[src/rtl/pipeline_stall_controller_pkg.sv]
// rtl/pipeline_stall_controller_pkg.sv - shared state encodings and stage-control vectors for the pipeline sequencer
package pipeline_stall_controller_pkg;

  localparam int CTRL_ST_W = 2;

  typedef enum logic [CTRL_ST_W-1:0] {
    CTRL_ST_RUN        = 2'd0,
    CTRL_ST_MEM_WAIT   = 2'd1,
    CTRL_ST_REDIR_PEND = 2'd2,
    CTRL_ST_HALT       = 2'd3
  } ctrl_state_e;

  typedef struct packed {
    logic pc_we;
    logic if_id_we;
    logic if_id_flush;
    logic id_ex_we;
    logic id_ex_flush;
    logic ex_mem_we;
    logic mem_wb_we;
    logic pc_sel_redirect;
  } stage_ctrl_t;

  // Field order: pc_we, if_id_we, if_id_flush, id_ex_we, id_ex_flush, ex_mem_we, mem_wb_we, pc_sel_redirect
  localparam stage_ctrl_t CTRL_IN_RESET     = 8'b0010_1000;
  localparam stage_ctrl_t CTRL_FREEZE       = 8'b0000_0000;
  localparam stage_ctrl_t CTRL_FLOW         = 8'b1101_0110;
  localparam stage_ctrl_t CTRL_REDIRECT     = 8'b1111_1111;
  localparam stage_ctrl_t CTRL_REDIR_DEFER  = 8'b0011_1110;
  localparam stage_ctrl_t CTRL_LOAD_USE     = 8'b0001_1110;
  localparam stage_ctrl_t CTRL_FETCH_WAIT   = 8'b0011_0110;
  localparam stage_ctrl_t CTRL_PEND_FROZEN  = 8'b0010_0000;
  localparam stage_ctrl_t CTRL_PEND_RELEASE = 8'b1011_0111;

endpackage

[src/rtl/stall_perf_counters.sv]
// rtl/stall_perf_counters.sv - free-running 32-bit stall, redirect and memory-wait event counters
module stall_perf_counters (
  input  logic        clk_i,
  input  logic        rst_i,
  input  logic        stall_inc_i,
  input  logic        flush_inc_i,
  input  logic        memwait_inc_i,
  output logic [31:0] stall_cycles_o,
  output logic [31:0] flush_count_o,
  output logic [31:0] memwait_cycles_o
);

  logic [31:0] stall_q;
  logic [31:0] flush_q;
  logic [31:0] memwait_q;

  always_ff @(posedge clk_i) begin
    if (rst_i) begin
      stall_q   <= '0;
      flush_q   <= '0;
      memwait_q <= '0;
    end else begin
      if (stall_inc_i)   stall_q   <= stall_q + 32'd1;
      if (flush_inc_i)   flush_q   <= flush_q + 32'd1;
      if (memwait_inc_i) memwait_q <= memwait_q + 32'd1;
    end
  end

  assign stall_cycles_o   = stall_q;
  assign flush_count_o    = flush_q;
  assign memwait_cycles_o = memwait_q;

endmodule

[src/rtl/pipeline_stall_controller.sv]
// rtl/pipeline_stall_controller.sv - 5-stage pipeline stall/flush sequencer with dmem watchdog
// Optional perf counters under STALL_PERF_CNT_EN.
module pipeline_stall_controller
  import pipeline_stall_controller_pkg::*;
#(
  parameter int unsigned MAX_MEM_WAIT = 16,
  parameter int unsigned WAIT_CNT_W   = 8
) (
  input  logic                 clk,
  input  logic                 rst,
  input  logic                 load_use_stall,
  input  logic                 branch_taken,
  input  logic                 imem_busy,
  input  logic                 dmem_busy,
  input  logic                 halt_req,
  output logic                 pc_we,
  output logic                 if_id_we,
  output logic                 if_id_flush,
  output logic                 id_ex_we,
  output logic                 id_ex_flush,
  output logic                 ex_mem_we,
  output logic                 mem_wb_we,
  output logic                 pc_sel_redirect,
  output logic                 halted,
  output logic                 mem_timeout,
  output logic [CTRL_ST_W-1:0] ctrl_state
`ifdef STALL_PERF_CNT_EN
  ,
  output logic [31:0]          perf_stall_cycles,
  output logic [31:0]          perf_flush_count,
  output logic [31:0]          perf_memwait_cycles
`endif
);

  localparam logic [WAIT_CNT_W-1:0] MAX_CNT = WAIT_CNT_W'(MAX_MEM_WAIT);

  ctrl_state_e            state_q, state_d;
  logic [WAIT_CNT_W-1:0]  cnt_q, cnt_d, cnt_inc;
  logic                   halted_q;
  logic                   timeout_q, timeout_d;
  stage_ctrl_t            ctrl;

  assign cnt_inc = (cnt_q >= MAX_CNT) ? MAX_CNT : cnt_q + WAIT_CNT_W'(1);

  always_ff @(posedge clk) begin
    if (rst) begin
      state_q   <= CTRL_ST_RUN;
      cnt_q     <= '0;
      halted_q  <= 1'b0;
      timeout_q <= 1'b0;
    end else begin
      state_q   <= state_d;
      cnt_q     <= cnt_d;
      halted_q  <= (state_d == CTRL_ST_HALT);
      timeout_q <= timeout_d;
    end
  end

  always_comb begin
    state_d   = state_q;
    cnt_d     = cnt_q;
    timeout_d = timeout_q;
    unique case (state_q)
      CTRL_ST_RUN: begin
        if (halt_req) begin
          state_d = CTRL_ST_HALT;
        end else if (dmem_busy) begin
          state_d = CTRL_ST_MEM_WAIT;
          cnt_d   = WAIT_CNT_W'(1);
        end else if (branch_taken && imem_busy) begin
          state_d = CTRL_ST_REDIR_PEND;
        end
      end
      CTRL_ST_MEM_WAIT: begin
        // halt_req is ignored here: WB is frozen, so the request re-presents later
        if (!dmem_busy) begin
          state_d = CTRL_ST_RUN;
        end else begin
          cnt_d = cnt_inc;
          if (cnt_inc >= MAX_CNT) begin
            timeout_d = 1'b1;
            state_d   = CTRL_ST_HALT;
          end
        end
      end
      CTRL_ST_REDIR_PEND: begin
        if (halt_req) begin
          state_d = CTRL_ST_HALT;
        end else if (!dmem_busy && !imem_busy) begin
          state_d = CTRL_ST_RUN;
        end
      end
      CTRL_ST_HALT: begin
        state_d = CTRL_ST_HALT;
      end
      default: begin
        state_d = CTRL_ST_RUN;
      end
    endcase
    if (state_d == CTRL_ST_RUN) cnt_d = '0;
  end

  always_comb begin
    ctrl = CTRL_FREEZE;
    if (rst) begin
      ctrl = CTRL_IN_RESET;
    end else begin
      unique case (state_q)
        CTRL_ST_RUN: begin
          if (halt_req || dmem_busy)  ctrl = CTRL_FREEZE;
          else if (branch_taken)      ctrl = imem_busy ? CTRL_REDIR_DEFER : CTRL_REDIRECT;
          else if (load_use_stall)    ctrl = CTRL_LOAD_USE;
          else if (imem_busy)         ctrl = CTRL_FETCH_WAIT;
          else                        ctrl = CTRL_FLOW;
        end
        CTRL_ST_MEM_WAIT: begin
          ctrl = dmem_busy ? CTRL_FREEZE : CTRL_FLOW;
        end
        CTRL_ST_REDIR_PEND: begin
          if (halt_req)        ctrl = CTRL_FREEZE;
          else if (dmem_busy)  ctrl = CTRL_PEND_FROZEN;
          else if (imem_busy)  ctrl = CTRL_FETCH_WAIT;
          else                 ctrl = CTRL_PEND_RELEASE;
        end
        CTRL_ST_HALT: begin
          ctrl = CTRL_FREEZE;
        end
        default: begin
          ctrl = CTRL_FREEZE;
        end
      endcase
    end
  end

  assign pc_we           = ctrl.pc_we;
  assign if_id_we        = ctrl.if_id_we;
  assign if_id_flush     = ctrl.if_id_flush;
  assign id_ex_we        = ctrl.id_ex_we;
  assign id_ex_flush     = ctrl.id_ex_flush;
  assign ex_mem_we       = ctrl.ex_mem_we;
  assign mem_wb_we       = ctrl.mem_wb_we;
  assign pc_sel_redirect = ctrl.pc_sel_redirect;
  assign halted          = halted_q;
  assign mem_timeout     = timeout_q;
  assign ctrl_state      = state_q;

`ifdef STALL_PERF_CNT_EN
  stall_perf_counters u_perf (
    .clk_i            (clk),
    .rst_i            (rst),
    .stall_inc_i      (!rst && !ctrl.pc_we && (state_q != CTRL_ST_HALT)),
    .flush_inc_i      (ctrl.pc_sel_redirect),
    .memwait_inc_i    (!rst && (state_q == CTRL_ST_MEM_WAIT)),
    .stall_cycles_o   (perf_stall_cycles),
    .flush_count_o    (perf_flush_count),
    .memwait_cycles_o (perf_memwait_cycles)
  );
`endif

endmodule

[config.mk]
export PLATFORM = sky130hd
export DESIGN_NAME = pipeline_stall_controller
export DESIGN_NICKNAME = d
export VERILOG_FILES = /design/src/rtl/pipeline_stall_controller_pkg.sv /design/src/rtl/stall_perf_counters.sv /design/src/rtl/pipeline_stall_controller.sv
export SDC_FILE = /design/constraint.sdc
export NUM_CORES = 1
export LEC_CHECK = 0
export BUFFER_PORTS_ARGS = -buffer_cell sky130_fd_sc_hd__clkbuf_2
export CORE_UTILIZATION = 50
export CTS_BUF_LIST = sky130_fd_sc_hd__clkbuf_2 sky130_fd_sc_hd__clkbuf_4 sky130_fd_sc_hd__clkbuf_8
export CTS_CLUSTER_SIZE = 28
export DETAILED_ROUTE_END_ITERATION = 8
export GPL_ROUTABILITY_DRIVEN = 0
export MAX_ROUTING_LAYER = met4
export PLACE_DENSITY = 0.76
export SLEW_MARGIN = 20
export SYNTH_ARGS = -nofsm -noshare
export SYNTH_HDL_FRONTEND = slang
export SYNTH_SLANG_ARGS = --single-unit
export TNS_END_PERCENT = 50
[constraint.sdc]
create_clock -name clk -period 1.93 [get_ports clk]
set_input_delay 0.386 -clock clk [delete_from_list [all_inputs] [get_ports clk]]
set_output_delay 0.386 -clock clk [all_outputs]
set_load 0.02 [all_outputs]
==> impl_metrics.csv <==
group,metric,value,unit
outcome,status,"completed",
worst_setup_path,slowest_delay,270,ps
worst_setup_path,cp_top_family,"simple AND/OR/NAND/NOR gates",
synthesis,synth.distinct_cells,35,
drt,drt-pass1-iter-count,4,
layout,layoutNonFillerInstCount,123,
cts,cts_buffers,3,
layout,area_delta_synth_final,17.1,%
cts,ctsHoldBuffers,0,
global_route,grt_pass1_vias,549,
power_and_ir_drop,ir_drop,0.459,mV
global_route,grt_max_degree,14,
placed_design,post-place-ws,45.7,ps
floorplanning,rows,13,
cts,clock_sinks,12,
layout,final_util,0.647,
layout,drive_gt1_frac,0.324,
synthesis,synth_ff_type,"dfxtp_1",
synthesis,synth_cells,90,
cts,clk_path_buf_depth,2,
global_route,gr-total-overflow,0,
floorplanning,die_y,40.4,um
worst_setup_path,crit_path_cell_trace,"clkbuf_2, nor3_2, o21ai_1, nor3b_1, a2111oi_2, buf_2",
synthesis,async_reset_ff_frac,0,
floorplanning,io_pins,19,
floorplanning,dieArea,1630,um2
worst_setup_path,worstPathArrival,1420,ps
floorplanning,core,1330,um2
drt,routed-via-count,668,
cts,cts_max_level,1,
floorplanning,initial_core_util,0.553,
drt,drt-initial-drc-count,14,
cts,clkTransAtPathRegs,70,ps
power_and_ir_drop,power.total,0.621,mW
timing,hold_slack,426,ps
floorplanning,fp.dieW,40.4,um
timing,final-hold-violation-count,0,
timing,worst_pin_slew,440,ps
placed_design,io_buffers,18,
power_and_ir_drop,power-per-cell-area,720,nW/um2
cts,post_cts_buffers,0,
timing,grt_setup_unrepaired,"no",
worst_setup_path,crit_type,"input pin to output port",
timing,tns,0,ps
worst_hold_path,hold_class,"input pin to flop",
global_route,grt_pass1_wl,2.29,mm
synthesis,synth.avg_cell_area,8.19,um2
timing,finalSetupViolCount,0,
job,cap_violations,0,
synthesis,syn-cell-area,737,um2
drt,totalWireLength,1.39,mm
cts,clockRootBuffer,"clkbuf_4",
timing,timing.final.crit_share,0.937,
timing,drv_slew,0,
worst_setup_path,startpoint_type,"input pin",
global_route,antenna_found_initial,0,
drt,ant_nets,0,
worst_setup_path,worstPathMaxFanout,3,
synthesis,ys_seq_area_frac,0.326,
layout,layout_commonest_cell,"clkbuf_2",
global_route,track_usage,0.218,
timing,fin_crit,1810,ps
layout,design_area,863,um2
drt,drt-vias-per-instance,5.43,
timing,fmax,553,MHz
synthesis,ys.warnings.count,0,
worst_setup_path,cpMaxStageDelayCell,"a2111oi_2",
cts,cts_resized,0,
placed_design,dp_hpwl,1.07,mm
timing,skew,0.530,ps
worst_setup_path,cp_num_buf_inv,2,
layout,most-common-layout-cells,"clkbuf_2 (17), dfxtp_1 (10), nor2_1 (9), a21oi_1 (9)",
cts,cts_tree,"done",
layout,final_net_count,118,
timing,relSlewSlack,0.704,
synthesis,syn_nets,99,
worst_setup_path,endpoint_kind,"output port",
synthesis,synth-edff-count,0,
worst_setup_path,required,1540,ps
placed_design,placed_cell_area,820,um2
drt,drc_errors,0,
placed_design,placed_cells,119,
drt,wl_per_cell,11.3,um
timing,layout_setup_ws,122,ps
layout,diodes,0,
power_and_ir_drop,leakage,0.372,nW
cts,clkLatencyLatePin,270,ps
synthesis,ys_seq_elements,12,
[worst reg2reg max path: cells and delay by family, from the launching register on]
| family | cells | cell delay, ps |
|---|---|---|
| DFF | 1 | 320 |
| AOI/OAI and AO/OA | 3 | 620 |
| and+or+nand+nor | 1 | 440 |
[power breakdown]
group	internal, mW	total, mW	switching, mW
Sequential	0.259	0.276	0.0172
Combinational	0.0596	0.153	0.0930
Clock	0.115	0.192	0.0776
Total	0.434	0.621	0.188
[metal layers]
layer | vias to the layer above | wire [um] | GRT usage | part of all wire
met3 | 0 | 67 | 0.0944 | 0.048
met5 | - | 0 | - | 0
li1 | 358 | - | - | -
met2 | 16 | 621 | 0.317 | 0.45
met1 | 294 | 705 | 0.283 | 0.51
met4 | 0 | 0 | 0.0333 | 0
[Yosys cell counts, drive strengths merged, types with 2 or more instances]
master,count,share of area
nor3b,2,0.020
nor4,2,0.017
nor3,5,0.034
nand3,4,0.027
nand2,5,0.025
o21ai,5,0.049
inv,5,0.025
nand2b,3,0.025
a21oi,10,0.073
nor2,9,0.046
buf,6,0.068
nand3b,2,0.020
ha,2,0.034
a22oi,3,0.031
dfxtp,12,0.33
[layout make-up]
type,instances,area [um2]
Tap cell,15,18.8
Inverter,5,18.8
Sequential cell,12,243
Timing Repair Buffer,21,113
Clock buffer,4,36.3
Multi-Input combinational cell,66,434
Fill cell,135,470
[worst paths after layout]
check,to,cells past startpoint,from,slack (ps)
worst max-delay path,if_id_we,6,dmem_busy,120
worst min-delay path,mem_timeout,2,rst,430
worst max register to register,cnt_q[2],4,cnt_q[6],430
worst min register to register,cnt_q[6],2,cnt_q[6],450
[state kept, by name, summed over array words and instances, names as in the netlist]
register / cells
halted: 1
ctrl_state: 2
mem_timeout: 1
cnt_q: 8
[cell families (layout without fill, tap and decap cells)]
family / Yosys count / after routing / synth area share
flops: 12 / 12 / 0.326
simple gates: 39 / 39 / 0.287
buf+inv: 12 / 30 / 0.0985
fa+ha+maj: 2 / 2 / 0.0340
compound gates: 24 / 24 / 0.234
mux: 1 / 1 / 0.0204
No activity file was read; power rests on OpenSTA's default activity.
